--- src/rtl/run_ctrl_pkg.sv ---
// Shared encodings for the processor run controller: command modes and FSM states.
// Combinational helper only; no latency, no flow control.
// Backpressure: not applicable.
package run_ctrl_pkg;

    typedef enum logic [1:0] {
        MODE_STOP  = 2'd0,
        MODE_STEP  = 2'd1,
        MODE_BURST = 2'd2,
        MODE_FREE  = 2'd3
    } mode_e;

    typedef enum logic [1:0] {
        ST_IDLE   = 2'd0,
        ST_BURST  = 2'd1,
        ST_FREE   = 2'd2,
        ST_HALTED = 2'd3
    } state_e;

    function automatic logic is_running(input state_e s);
        return (s == ST_BURST) || (s == ST_FREE);
    endfunction

endpackage

--- src/rtl/wrap_counter.sv ---
// Free-running up counter with synchronous clear and a registered wrap pulse.
// Latency: value and wrap update one edge after inc/clr.
// Backpressure: none; inc is taken every edge it is high.
module wrap_counter #(
    parameter int W = 32
) (
    input  logic         clk,
    input  logic         rst_n,
    input  logic         inc,
    input  logic         clr,
    output logic [W-1:0] value,
    output logic         wrap
);

    always_ff @(posedge clk or negedge rst_n) begin
        if (!rst_n) begin
            value <= '0;
            wrap  <= 1'b0;
        end else if (clr) begin
            // clear wins over a same-edge increment and never reports a wrap
            value <= '0;
            wrap  <= 1'b0;
        end else if (inc) begin
            value <= value + W'(1);
            wrap  <= &value;
        end else begin
            wrap  <= 1'b0;
        end
    end

endmodule

--- src/rtl/cycle_run_ctrl.sv ---
// Run controller gating the processor clock enable for STEP/BURST/FREE runs.
// Latency: command accepted at edge k drives cpu_en from cycle k+1; done one cycle after a run ends.
// Backpressure: cmd_ready low while running unless the offered command is STOP.
module cycle_run_ctrl
    import run_ctrl_pkg::*;
#(
    parameter int CNT_W   = 32,
    parameter int BURST_W = 16
) (
    input  logic               clk,
    input  logic               rst_n,
    input  logic               cmd_valid,
    input  logic [1:0]         cmd_mode,
    input  logic [BURST_W-1:0] cmd_count,
    output logic               cmd_ready,
    input  logic               halt_req,
    input  logic               clr_count,
    output logic               cpu_en,
    output logic               busy,
    output logic               done,
    output logic               halted,
    output logic [CNT_W-1:0]   cycle_count,
    output logic               cnt_wrap
);

    state_e             state;
    logic [BURST_W-1:0] remaining;
    logic               done_q;
    mode_e              mode;
    logic               accept;

    state_e             start_state;
    logic [BURST_W-1:0] start_rem;
    logic               start_done;

    assign mode      = mode_e'(cmd_mode);
    assign busy      = is_running(state);
    assign cpu_en    = busy;
    assign halted    = (state == ST_HALTED);
    assign done      = done_q;
    assign cmd_ready = !busy || (mode == MODE_STOP);
    assign accept    = cmd_valid && cmd_ready;

    // Where a start command leads, shared by IDLE and by HALTED once halt_req drops.
    always_comb begin
        start_state = ST_IDLE;
        start_rem   = '0;
        start_done  = 1'b0;
        case (mode)
            MODE_STEP: begin
                start_state = ST_BURST;
                start_rem   = BURST_W'(1);
            end
            MODE_BURST: begin
                if (cmd_count != '0) begin
                    start_state = ST_BURST;
                    start_rem   = cmd_count;
                end else begin
                    start_done  = 1'b1;
                end
            end
            MODE_FREE: start_state = ST_FREE;
            default:   start_state = ST_IDLE;
        endcase
    end

    always_ff @(posedge clk or negedge rst_n) begin
        if (!rst_n) begin
            state     <= ST_IDLE;
            remaining <= '0;
            done_q    <= 1'b0;
        end else begin
            done_q <= 1'b0;
            case (state)
                ST_IDLE: begin
                    if (accept) begin
                        state     <= start_state;
                        remaining <= start_rem;
                        done_q    <= start_done;
                    end
                end
                ST_BURST, ST_FREE: begin
                    if (state == ST_BURST)
                        remaining <= remaining - BURST_W'(1);
                    // STOP beats halt, halt beats burst completion
                    if (accept) begin
                        state  <= ST_IDLE;
                        done_q <= 1'b1;
                    end else if (halt_req) begin
                        state  <= ST_HALTED;
                        done_q <= 1'b1;
                    end else if (state == ST_BURST && remaining == BURST_W'(1)) begin
                        state  <= ST_IDLE;
                        done_q <= 1'b1;
                    end
                end
                default: begin
                    if (accept) begin
                        if (mode == MODE_STOP) begin
                            state <= ST_IDLE;
                        end else if (!halt_req) begin
                            state     <= start_state;
                            remaining <= start_rem;
                            done_q    <= start_done;
                        end
                    end
                end
            endcase
        end
    end

    wrap_counter #(.W(CNT_W)) u_cnt (
        .clk   (clk),
        .rst_n (rst_n),
        .inc   (cpu_en),
        .clr   (clr_count),
        .value (cycle_count),
        .wrap  (cnt_wrap)
    );

endmodule

--- config.mk ---
export PLATFORM = sky130hd
export DESIGN_NAME = cycle_run_ctrl
export DESIGN_NICKNAME = d
export VERILOG_FILES = /design/src/rtl/run_ctrl_pkg.sv /design/src/rtl/wrap_counter.sv /design/src/rtl/cycle_run_ctrl.sv
export SDC_FILE = /design/constraint.sdc
export NUM_CORES = 1
export LEC_CHECK = 0
export CORE_ASPECT_RATIO = 1.5
export CORE_MARGIN = 4
export CORE_UTILIZATION = 36
export DETAILED_ROUTE_END_ITERATION = 16
export SYNTH_ARGS = -nofsm -noshare
export SYNTH_HDL_FRONTEND = slang
export SYNTH_SLANG_ARGS = --single-unit
--- constraint.sdc ---
create_clock -name clk -period 3.05 [get_ports clk]
set_clock_uncertainty 0.1 [all_clocks]
set_input_delay 0.4575 -clock clk [delete_from_list [all_inputs] [get_ports clk]]
set_output_delay 0.4575 -clock clk [all_outputs]
set_load 0.01 [all_outputs]
# Word level (Yosys, flattened, before mapping)

Cells that the tools add are included.

Order comparisons: 0
Div/mod/pow operators: 0
Mux-type cells: 32
Eq/ne operators: 12
Shift operators: 0
Bitwise operators: 0
Reduce and logical (&&, ||, !) cells: 15
$add $sub $neg: 2
Multiply operators: 0

Operators with widths:

| cell                                                 | count |
|---|---|
| two-way mux 16 bit                                   | 6 |
| two-way mux 32 bit                                   | 2 |
| case mux 16 bit (2 select lines)                     | 2 |
| adder 32 x 1 -> 32 bit, second input constant        | 1 |
| AND reduction 32 bit                                 | 1 |
| equality test 16 x 1 -> 1 bit, second input constant | 1 |
| nonzero test 16 bit                                  | 1 |
| subtractor 16 x 1 -> 16 bit, second input constant   | 1 |
| two-way mux 2 bit                                    | 7 |
| two-way mux 1 bit                                    | 12 |
| equality test 2 bit, second input constant           | 4 |
| != test 3 x 1 -> 1 bit, second input constant        | 2 |
| case mux 2 bit (3 select lines)                      | 1 |
| AND reduction 5 bit                                  | 1 |
| equality test 2 x 1 -> 1 bit, second input constant  | 2 |
| logical NOT 2 bit                                    | 2 |
| != test 2 bit, second input constant                 | 2 |
| != test 4 x 1 -> 1 bit, second input constant        | 1 |
| case mux 2 bit (2 select lines)                      | 1 |
| AND reduction 4 bit                                  | 1 |
| nonzero test 2 bit                                   | 2 |
| nonzero test 3 bit                                   | 1 |
| logical AND 1 bit                                    | 2 |
| logical OR 1 bit                                     | 2 |
| other kinds (3)                                      | 3 |

Input port bits: 23
Latch bits: 0
Memories kept: 0
Bits in read-only memories: 0
Output and inout bits: 38
Word-level logic and storage cells: 66
Register bits: 52
Memory bits (writable): 0

# Depth between registers and ports, before layout

Depth after elaboration: 7
Gate-level depth with buffers: 9
Depth with buffers taken out: 7

# Cells and area by module

A second synthesis with hierarchy kept.

Cells, all modules: 358
Area, all modules: 3,342.0 sq um

Modules (own cells, without submodules):

| module         | sequential area each (sq um) | area an instance (sq um) | cells each | instances |
|---|---|---|---|---|
| wrap_counter   | 825.8                        | 1,814.2                  | 185        | 1 |
| cycle_run_ctrl | 475.5                        | 1,527.7                  | 173        | 1 |

# Least setup slack after synthesis

OpenSTA, ideal clock, no wires.

Path type: flip-flop to flip-flop
From: register state[0]
To: register u_cnt.value[22]
Data arrival time: 2,073 ps
Stages on the path, launching flop included: 9
Period minus slack after synthesis: 2,305 ps
Path buffers: 1
Data required time: 2,818 ps
Slack: 745 ps
Setup time: 132 ps
Cells stage by stage: dfrtp_1 > inv_1 > ha_1 > nand3_1 > or3_1 > buf_2 > nor4_1 > xnor2_1 > nor2_1

Word-level cells in the longest chain between the ends: 3
Elaborated cells between the ends (all ways): 4
Classes of those cells: eq/ne: 2; reduce/logical: 2

RTL lines:

| item                                                                       | RTL line              | source |
|---|---|---|
| from (decl)                                                                | cycle_run_ctrl.sv:26  | `state_e state;` |
| from (signal assigned)                                                     | cycle_run_ctrl.sv:77  | `state <= start_state;` |
| from (signal assigned)                                                     | cycle_run_ctrl.sv:102 | `state <= start_state;` |
| equality test 2 x 1 -> 1 bit / equality test 2 bit (equally long branches) | run_ctrl_pkg.sv:21    | `return (s == ST_BURST) \|\| (s == ST_FREE);` |
| logical OR 1 bit (*)                                                       | run_ctrl_pkg.sv:21    |  |
| via busy                                                                   | cycle_run_ctrl.sv:19  | `output logic busy,` |
| nonzero test 2 bit (no source line) (*)                                    | n/a                   |  |
| to (signal assigned)                                                       | wrap_counter.sv:24    | `value <= value + W'(1);` |
| to (decl)                                                                  | wrap_counter.sv:11    | `output logic [W-1:0] value,` |

The timed path passes the listed nets; every way through them passes the cells marked *.
A chain may end at the register's enable or synchronous reset.

# Worst setup path after layout

From: register state[0]
To: register remaining[9]

Word-level cells in the longest chain between the ends: 7
Elaborated cells between the ends (all ways): 15
Classes of those cells: eq/ne: 6; mux: 1; reduce/logical: 8

RTL lines:

| item                                                                        | RTL line                                                       | source |
|---|---|---|
| equality test 2 x 1 -> 1 bit / equality test 2 bit (equally long branches)  | run_ctrl_pkg.sv:21, cycle_run_ctrl.sv:74, cycle_run_ctrl.sv:83 |  |
| logical OR 1 bit                                                            | run_ctrl_pkg.sv:21                                             |  |
| logical NOT 1 bit                                                           | cycle_run_ctrl.sv:41                                           | `assign cmd_ready = !busy \|\| (mode == MODE_STOP);` |
| logical OR 1 bit                                                            | cycle_run_ctrl.sv:41                                           |  |
| logical AND 1 bit                                                           | cycle_run_ctrl.sv:42                                           | `assign accept = cmd_valid && cmd_ready;` |
| != test 2 bit (no source line) / nonzero test 2 bit (equally long branches) | n/a                                                            |  |
| AND reduction 5 bit (no source line)                                        | n/a                                                            |  |
| to (signal assigned)                                                        | cycle_run_ctrl.sv:78                                           | `remaining <= start_rem;` |
| to (signal assigned)                                                        | cycle_run_ctrl.sv:84                                           | `remaining <= remaining - BURST_W'(1);` |
| to (signal assigned)                                                        | cycle_run_ctrl.sv:103                                          | `remaining <= start_rem;` |
| to (decl)                                                                   | cycle_run_ctrl.sv:27                                           | `logic [BURST_W-1:0] remaining;` |

Parallel ways exist; a longest one is shown, timed or not.

==> flow_summary.json <==
{
  "synth_top_area_frac": 0.417,
  "syn_to_final_growth_pct": 28.7,
  "drive_gt1_frac": 0.0737,
  "synth_fp_nets": 380,
  "clk_path_buf_depth": 2,
  "powerDensity_mw_per_mm2": 726,
  "ys_ff_latch": 52,
  "die-area_mm2": 0.0102,
  "slowest_delay_ns": 0.59,
  "cap_violations": 0,
  "synthAdderAreaFrac": 0.0441,
  "synth_top_area_cell": "dfrtp_1",
  "portBuffers": 60,
  "cp.arrival_ns": 2.89,
  "path_cells": "inv_1, ha_1, buf_4, nor2b_1, a21oi_1, or3_1, buf_4, o21ai_0, o21ai_0",
  "post-route-min-period_ns": 2.82,
  "register_area_mm2": 0.00130,
  "hold_viol": 16,
  "die_w_um": 84,
  "clock_sinks": 52,
  "core_area_mm2": 0.00841,
  "hold_buffers": 0,
  "grt_pass1_wl_um": 14300,
  "insertion_delay_ns": 0.29,
  "setup_violations": 0,
  "cts_resized": 0,
  "ys_async_sr_fraction": 1.00,
  "drt-total-wl_um": 8430,
  "drtAntennaViolNets": 0,
  "crit_slowest_cell": "or3_1",
  "critPathKind": "flip-flop to flip-flop",
  "synth_edf_count": 0,
  "timing.hold.ws_ns": -0.00476,
  "place_congestion": 0.833,
  "rows": 41,
  "path_max_fanout": 20,
  "ios": 61,
  "synthSimpleGateAreaFrac": 0.274,
  "p_clk_frac": 0.221,
  "wire_per_inst_um": 16.4,
  "p_leak_nw": 1.60,
  "cts_root_buf": "clkbuf_16",
  "min_path_type": "primary input to asynchronous set/reset pin",
  "synthCells": 346,
  "worstSetupStartpointType": "flip-flop",
  "synth_compound_area_frac": 0.138,
  "critPathRequiredTime_ns": 3.12,
  "antenna_found_initial": 0,
  "num_antenna_cells": 0,
  "synth_area_mm2": 0.00312,
  "num_vias": 2824,
  "slew_viol_final": 0,
  "p_sw_frac": 0.392,
  "fin_util": 0.477,
  "drt_iter0_drc": 113,
  "worst_pin_slew_ns": 0.670,
  "fillers": 825,
  "cts_htree_levels": 2,
  "comb_power_share": 0.449,
  "finalCritPeriodShare": 0.926,
  "synth.area.top_cells": "dfrtp_1 (42%), xnor2_1 (5.3%), nor2_1 (4.8%)",
  "dr.pass1.iters": 4,
  "fp.dieH_um": 122,
  "p_seq_frac": 0.330,
  "rsz0062_at_grt": "no",
  "violations": "negative hold slack",
  "end_kind": "flip-flop",
  "cts_tree": "yes",
  "yosysWarnings": 0,
  "dp_hpwl_um": 6230,
  "peakVddDrop_uv": 298,
  "seq_area_frac_synth": 0.417,
  "clock.fmax_mhz": 354,
  "synth.avg_cell_area_um2": 9.02,
  "cts_setup_buffers": 0,
  "p_sw_mw": 1.14,
  "power.internal_mw": 1.77,
  "ys_types": 50,
  "grt.total_usage": 0.173,
  "slew_headroom": 0.550,
  "grt_pass1_vias": 2899,
  "fin_nets": 440,
  "synth_top_family_by_area": "simple AND/OR/NAND/NOR gates",
  "drc_errors": 0,
  "synth_xor_area_frac": 0.0786,
  "grt_max_degree": 27,
  "start_util": 0.371,
  "synth.mux.area_fraction": 0.0104,
  "grt_overflow": 0,
  "path_clk_slew_ns": 0.07,
  "via_per_inst": 5.49,
  "multi_input_area_mm2": 0.00170,
  "tns_ns": 0,
  "ys.flop_type": "dfrtp_1",
  "cts_buffers": 5,
  "status": "finished with violations"
}
[routing by layer]
layer	vias to the layer above	wire, um	global-route usage
met2	80	4330	0.314
li1	1370	-	-
met5	-	0	0
met1	1364	3620	0.199
met3	10	347	0.0332
met4	0	134	0.0674
[through the flow]
step | instances | setup WS (ns) | power, mW | area, um2
2_1_floorplan | 346 | 0.745 | 1.81 | 3120
3_3_place_gp | 506 | 0.174 | 2.26 | 3850
3_5_place_dp | 506 | 0.0883 | 2.28 | 3850
4_1_cts | 514 | 0.223 | 2.94 | 4010
5_1_grt | 514 | 0.0125 | 3.12 | 4010
6_report | 514 | 0.226 | 2.91 | 4010
[power by group through the flow]
stage	sequential, mW	combinational [mW]	clock [mW]
final	0.961	1.31	0.645
after global routing	0.974	1.46	0.690
after CTS	0.956	1.32	0.664
after detailed placement	0.969	1.31	0
after global placement	0.965	1.29	0
after floorplan	0.940	0.873	0
[placed cells by master (no fill, tap or decap), types with 2 or more instances in the layout]
| master | count |
|---|---|
| dfrtp_1 | 52 |
| o22ai_1 | 3 |
| a211o_1 | 3 |
| nor3_1 | 6 |
| xnor2_1 | 19 |
| clkbuf_16 | 5 |
| a31oi_1 | 5 |
| and4_1 | 2 |
| a21oi_1 | 14 |
| o21ai_0 | 20 |
| nand2_1 | 24 |
| nand3b_1 | 2 |
| nand2b_1 | 4 |
| a21boi_0 | 3 |
| buf_4 | 9 |
| nor4_2 | 4 |
| ha_1 | 11 |
| nor3_2 | 3 |
| mux2_2 | 2 |
| and3_1 | 12 |
| nor4_1 | 15 |
| o221ai_1 | 3 |
| nor3b_1 | 4 |
| nand3_1 | 17 |
| inv_1 | 12 |
| a221oi_1 | 2 |
| and2_1 | 3 |
| nand4_1 | 10 |
| a22oi_1 | 4 |
| xor2_1 | 9 |
| or3_1 | 6 |
| clkdlybuf4s50_1 | 59 |
| nor2_1 | 40 |
| o2bb2ai_1 | 2 |
[sequential cells by signal (all words and copies together), names as in the netlist]
name,cells
u_cnt.value,32
remaining,16
state,2
done,1
u_cnt.wrap,1
[cells in the mapped netlist, types with 2 or more instances]
cell type,instances
nor4_1,15
a211o_1,3
o2bb2ai_1,2
a31oi_1,5
a21oi_1,14
o22ai_1,3
xor2_1,9
or3_1,6
and4_1,2
clkbuf_1,9
mux2_2,2
a221oi_1,2
inv_1,12
o221ai_1,3
ha_1,11
nand3b_1,2
and2_1,3
nand2_1,24
o21ai_0,20
buf_2,4
xnor2_1,19
and3_1,12
nand2b_1,4
nor3_2,3
nor4_2,4
a22oi_1,4
nor2_1,40
dfrtp_1,52
nand3_1,17
nor3b_1,4
nor3_1,6
a21boi_0,3
nand4_1,10
[cells by family after synthesis]
family,Yosys count
buffers and inverters,29
flip-flops,52
AO/OA/AOI/OAI,67
adder cells (fa/ha/maj),11
multiplexers,3
XOR/XNOR,28
AND/OR/NAND/NOR,156
[worst max-delay path: cells and delay by family, from the launching register on]
family                     cells  cell delay [ns]
adders and majority gates      1             0.42
and+or+nand+nor                2             0.79
AOI/OAI and AO/OA              3             0.34
DFF                            1             0.44
buffers and inverters          3             0.61
[area by class of cell]
class                   count  area share
multi-input cells         265       0.423
flip-flops and latches     52       0.324
repair buffers             69       0.165
well taps                 107      0.0334
clock buffers               5      0.0312
inverters                  13      0.0122
clock inverters             3      0.0106
[worst paths after layout]
path | start | to | slack (ns) | depth (start not counted)
setup / recovery | state[0] | remaining[9] | 0.23 | 9
hold / removal | rst_n | remaining[7] | -0.005 | 1
setup reg to reg | state[0] | remaining[9] | 0.23 | 9
hold reg to reg | state[1] | state[1] | 0.44 | 1
max in group asynchronous | rst_n | u_cnt.value[23] | 2.19 | 2
min in group clk | state[1] | state[1] | 0.44 | 1
(Power assumes the default switching activity.)
==> RTL change 1 (same flow settings) <==
Register the output `cycle_count`, without a reset; this adds one clock of latency there. The other outputs are not delayed to match.
--- a/src/rtl/cycle_run_ctrl.sv
+++ b/src/rtl/cycle_run_ctrl.sv
@@ -22,6 +22,8 @@
     output logic [CNT_W-1:0]   cycle_count,
     output logic               cnt_wrap
 );
+
+    logic [CNT_W-1:0] cycle_count_d;
 
     state_e             state;
     logic [BURST_W-1:0] remaining;
@@ -114,9 +116,13 @@
         .rst_n (rst_n),
         .inc   (cpu_en),
         .clr   (clr_count),
-        .value (cycle_count),
+        .value (cycle_count_d),
         .wrap  (cnt_wrap)
     );
 
+    always_ff @(posedge clk) begin
+        cycle_count <= cycle_count_d;
+    end
+
 endmodule
 
Formal check against the unedited RTL: not equivalent (Yosys sat finds a counterexample within 4 cycles, from zero or initial values and one cycle with rst_n low).
==> RTL change 1 against the original RTL <==
- worst setup slack improved by 0.13 ns
- power up 35%
- sequential power up 51%
- routed wire length increased by 8.1%
- sequential cell count is 32 higher
- area after synthesis grew 23%
- utilization fell by 0.33 points
- cell area up 21%
- largest cell class is now registers
- highest routed layer unchanged
==> RTL change 1: results (changes against the original RTL) <==
[grt]
grt_max_degree = 53  ; +96%
met3_usage_pct = 3.479  ; +0.16 points
grtUsageMet1_pct = 15.93  ; -4.0 points
track_usage_pct = 15.11  ; -2.2 points
use_met2_pct = 27.89  ; -3.5 points

[layout]
largestRegisters = cycle_count (32), u_cnt.value (32), remaining (16)
fin_nets = 489  ; +11%

[drt]
met2_length_mm = 4.940  ; +14%
drt_iter0_drc = 91  ; -19%
wl_met3_um = 453  ; +31%
postRouteWirelength_mm = 9.112  ; +8.1%
met1_length_mm = 3.467  ; -4.2%
via_per_inst = 5.241  ; -4.6%

[worst_setup_path]
cpPeakStageDelay_ns = 0.50  ; -0.09 ns
arrival_ns = 2.85  ; -0.04 ns
reg2reg_slack_ns = 0.35  ; +0.13 ns

[timing]
relSlewSlack_pct = 52.69  ; -2.3 points

[place]
dpl.hpwl_mm = 6.799  ; +9.1%
gp_congestion = 0.8807  ; +5.7%

[pwr]
p_switching_w = 0.001423  ; +25%
cellLeakagePower_nw = 1.940  ; +22%
peakVddDrop_v = 0.0003223  ; +8.1%
power_frac_clock_pct = 24.9  ; +2.8 points

[yosys]
synthTopCellsByArea = dfrtp_1, dfxtp_1, nor2_1
muxShareOfSynthArea_pct = 1.636  ; +0.59 points
ys_types = 58  ; +16%
syn_nets = 421  ; +11%
synth-compound-area-share_pct = 11.94  ; -1.8 points
synth-xor-area-share_pct = 5.726  ; -2.1 points
ys_seq_area_share_pct = 50.79  ; +9.1 points

[outcome]
outcome = complete, no violations

[clock_network]
clock_latency_ns = 0.33  ; +0.04 ns

## RTL change 1: cell types whose count changed after synthesis, moves of 5 or more
cell     delta
dfxtp_1    +32
nor3_1      +5
nor2_1      +8
xnor2_1     -9
o21ai_0     -8
nand2_1     +7
and3_1      -5
xor2_1      +6
nand4_1     +5
## RTL change 1: layout make-up
type                       count  area [um^2]  share of cell area (%)
clock buffer                  12        236.5                   4.871
clock inverter                 4        27.53                  0.5670
inverter                      14        52.55                   1.082
multi-input combinational    275         1742                   35.88
sequential                    84         1942                   40.00
tap                          141        176.4                   3.634
timing repair buffer          71        678.2                   13.97
## RTL change 1: per-stage QoR
step | std cells | worst slack [ns] | instance area (um^2) | hold WS [ns]
after floorplan | 387 | 0.6381 | 3824 | 0.06191
after global placement | 585 | 0.2276 | 4591 | 0.2923
after detailed placement | 585 | 0.1491 | 4591 | 0.3009
after CTS | 601 | 0.3215 | 4855 | 0.1879
after global routing | 601 | 0.08173 | 4855 | 0.2286
final | 601 | 0.3524 | 4855 | 0.1571
==> RTL change 2 (same flow settings) <==
Without the edit above. Change the parameter `CNT_W` from 32 to 28.
--- a/src/rtl/cycle_run_ctrl.sv
+++ b/src/rtl/cycle_run_ctrl.sv
@@ -4,7 +4,7 @@
 module cycle_run_ctrl
     import run_ctrl_pkg::*;
 #(
-    parameter int CNT_W   = 32,
+    parameter int CNT_W   = 28,
     parameter int BURST_W = 16
 ) (
     input  logic               clk,
Interface: changed (resized cycle_count); port bits go from 61 to 57. The function was not compared with the original's and may differ.
==> RTL change 2 against the original RTL <==
- power down 0.12%
- routed wire length down 11%
- first-iteration DRC count up 4.4%
- global-route usage down 1.5 points
- cell area down 5.6%
- area after synthesis down 6.5%
- worst setup slack better by 0.16 ns
- synthesized cell count down 4.3%
- die area down 5.9%
- sequential cell count down 4
- clock power about the same
- largest cell class unchanged
==> RTL change 2: results (changes against the original RTL) <==
[outcome]
outcome = complete, no violations

[drt]
via_per_inst = 5.403  ; -1.7%
postRouteWirelength_mm = 7.531  ; -11%
drt_iter0_drc = 118  ; +4.4%

[clock_network]
clk_pin_slew_ns = 0.07  ; about the same
post-cts-setup-buffers = 0  ; unchanged
cts_buffer_depth = 2  ; unchanged
root_buffer = clkbuf_16
numCtsBuffers = 5  ; unchanged

[worst_setup_path]
reg2reg_slack_ns = 0.57  ; +0.34 ns
critPathLaunch = cmd_mode[1]
crit_fanout = 6  ; -70%
arrival_ns = 2.11  ; -0.78 ns

[place]
post-place-ws_ns = 0.1808  ; +0.09255 ns
dpl.hpwl_mm = 5.854  ; -6.1%
gp_congestion = 0.9108  ; +9.3%
io_buffers = 56  ; -6.7%

[yosys]
syn_nets = 365  ; -3.9%
ys_seq_area_share_pct = 41.17  ; -0.55 points
synthTopCellsByArea = dfrtp_1, nor2_1, ha_1
synthTopCellsByCount = dfrtp_1, nor2_1, nand2_1, nand3_1, nor4_1
ys.flop_type = dfrtp_1
ys_types = 51  ; +2.0%

[timing]
relSlewSlack_pct = 48.56  ; -6.4 points
fin_crit_ns = 2.665  ; -0.1598 ns
holdWs_ns = 0.02323  ; +0.02799 ns

[grt]
first_global_vias = 2534  ; -13%
grt_max_degree = 30  ; +11%
grt_first_pass_wirelength_mm = 12.12  ; -15%
track_usage_pct = 15.80  ; -1.5 points
antenna_found_initial = 0  ; unchanged

[pwr]
finalPower_w = 0.002909  ; -0.12%
cellLeakagePower_nw = 1.480  ; -7.3%
pg_clk_w = 0.000646  ; about the same
p_switching_w = 0.001147  ; +0.39%
peakVddDrop_v = 0.0004343  ; +46%
power_frac_seq_pct = 32.6  ; -0.4 points

[layout]
fin_nets = 424  ; -3.6%
largest_register_ffs = 28  ; -13%
drive_gt1_share_pct = 7.673  ; +0.30 points
fillers = 753  ; -8.7%
largestRegisters = u_cnt.value (28), remaining (16), state (2)
antenna_cells = 0  ; unchanged

[min_path]
hold_path.class = in2async

## RTL change 2: metal layers
| metal | GRT usage (%) | part of all wire, % |
|---|---|---|
| met1 | 18.37 | 40 |
| met2 | 28.01 | 52 |
| met3 | 2.287 | 5.4 |
| met4 | 6.448 | 2.3 |
| met5 | 0 | 0 |
## RTL change 2: final cells by class
cell class                      instances  area (um^2)  share of cell area, %
Clock inverter                          2        38.79                  1.024
Clock buffer                            6        138.9                  3.666
Tap cell                              105        131.4                  3.468
Multi-Input combinational cell        258         1607                  42.40
Timing Repair Buffer                   66        630.6                  16.64
Sequential cell                        48         1201                  31.70
Inverter                               11        41.29                  1.090
## RTL change 2: through the flow
stage | area (um^2) | std cells | utilization (%)
after floorplan | 2918 | 331 | -
after global placement | 3611 | 488 | 45.38
after detailed placement | 3611 | 488 | 45.38
after CTS | 3789 | 496 | 47.61
after global routing | 3789 | 496 | 47.61
final | 3789 | 496 | 47.61
## RTL change 2: final timing paths
check | cells past startpoint | endpoint
setup / recovery | 5 | cmd_ready
hold / removal | 1 | u_cnt.value[22]
setup reg to reg | 7 | remaining[4]
max in group asynchronous | 2 | remaining[10]
min in group clk | 2 | remaining[15]
hold reg to reg | 2 | remaining[15]
## RTL change 2: kinds of logic after synthesis
group	count (synthesis)	synth area share, %
buffers and inverters	25	3.774
muxes	6	2.144
AOI/OAI and AO/OA	51	11.54
adders and majority gates	11	4.717
and+or+nand+nor	163	28.56
xor gates and xnor gates	27	8.105
DFF	48	41.17
## RTL change 2: critical path, stage by stage
cell and delay (ns):
clkdlybuf4s50_1 0.49, inv_1 0.13, ha_1 0.25, nand2b_1 0.20, clkdlybuf4s50_1 0.58
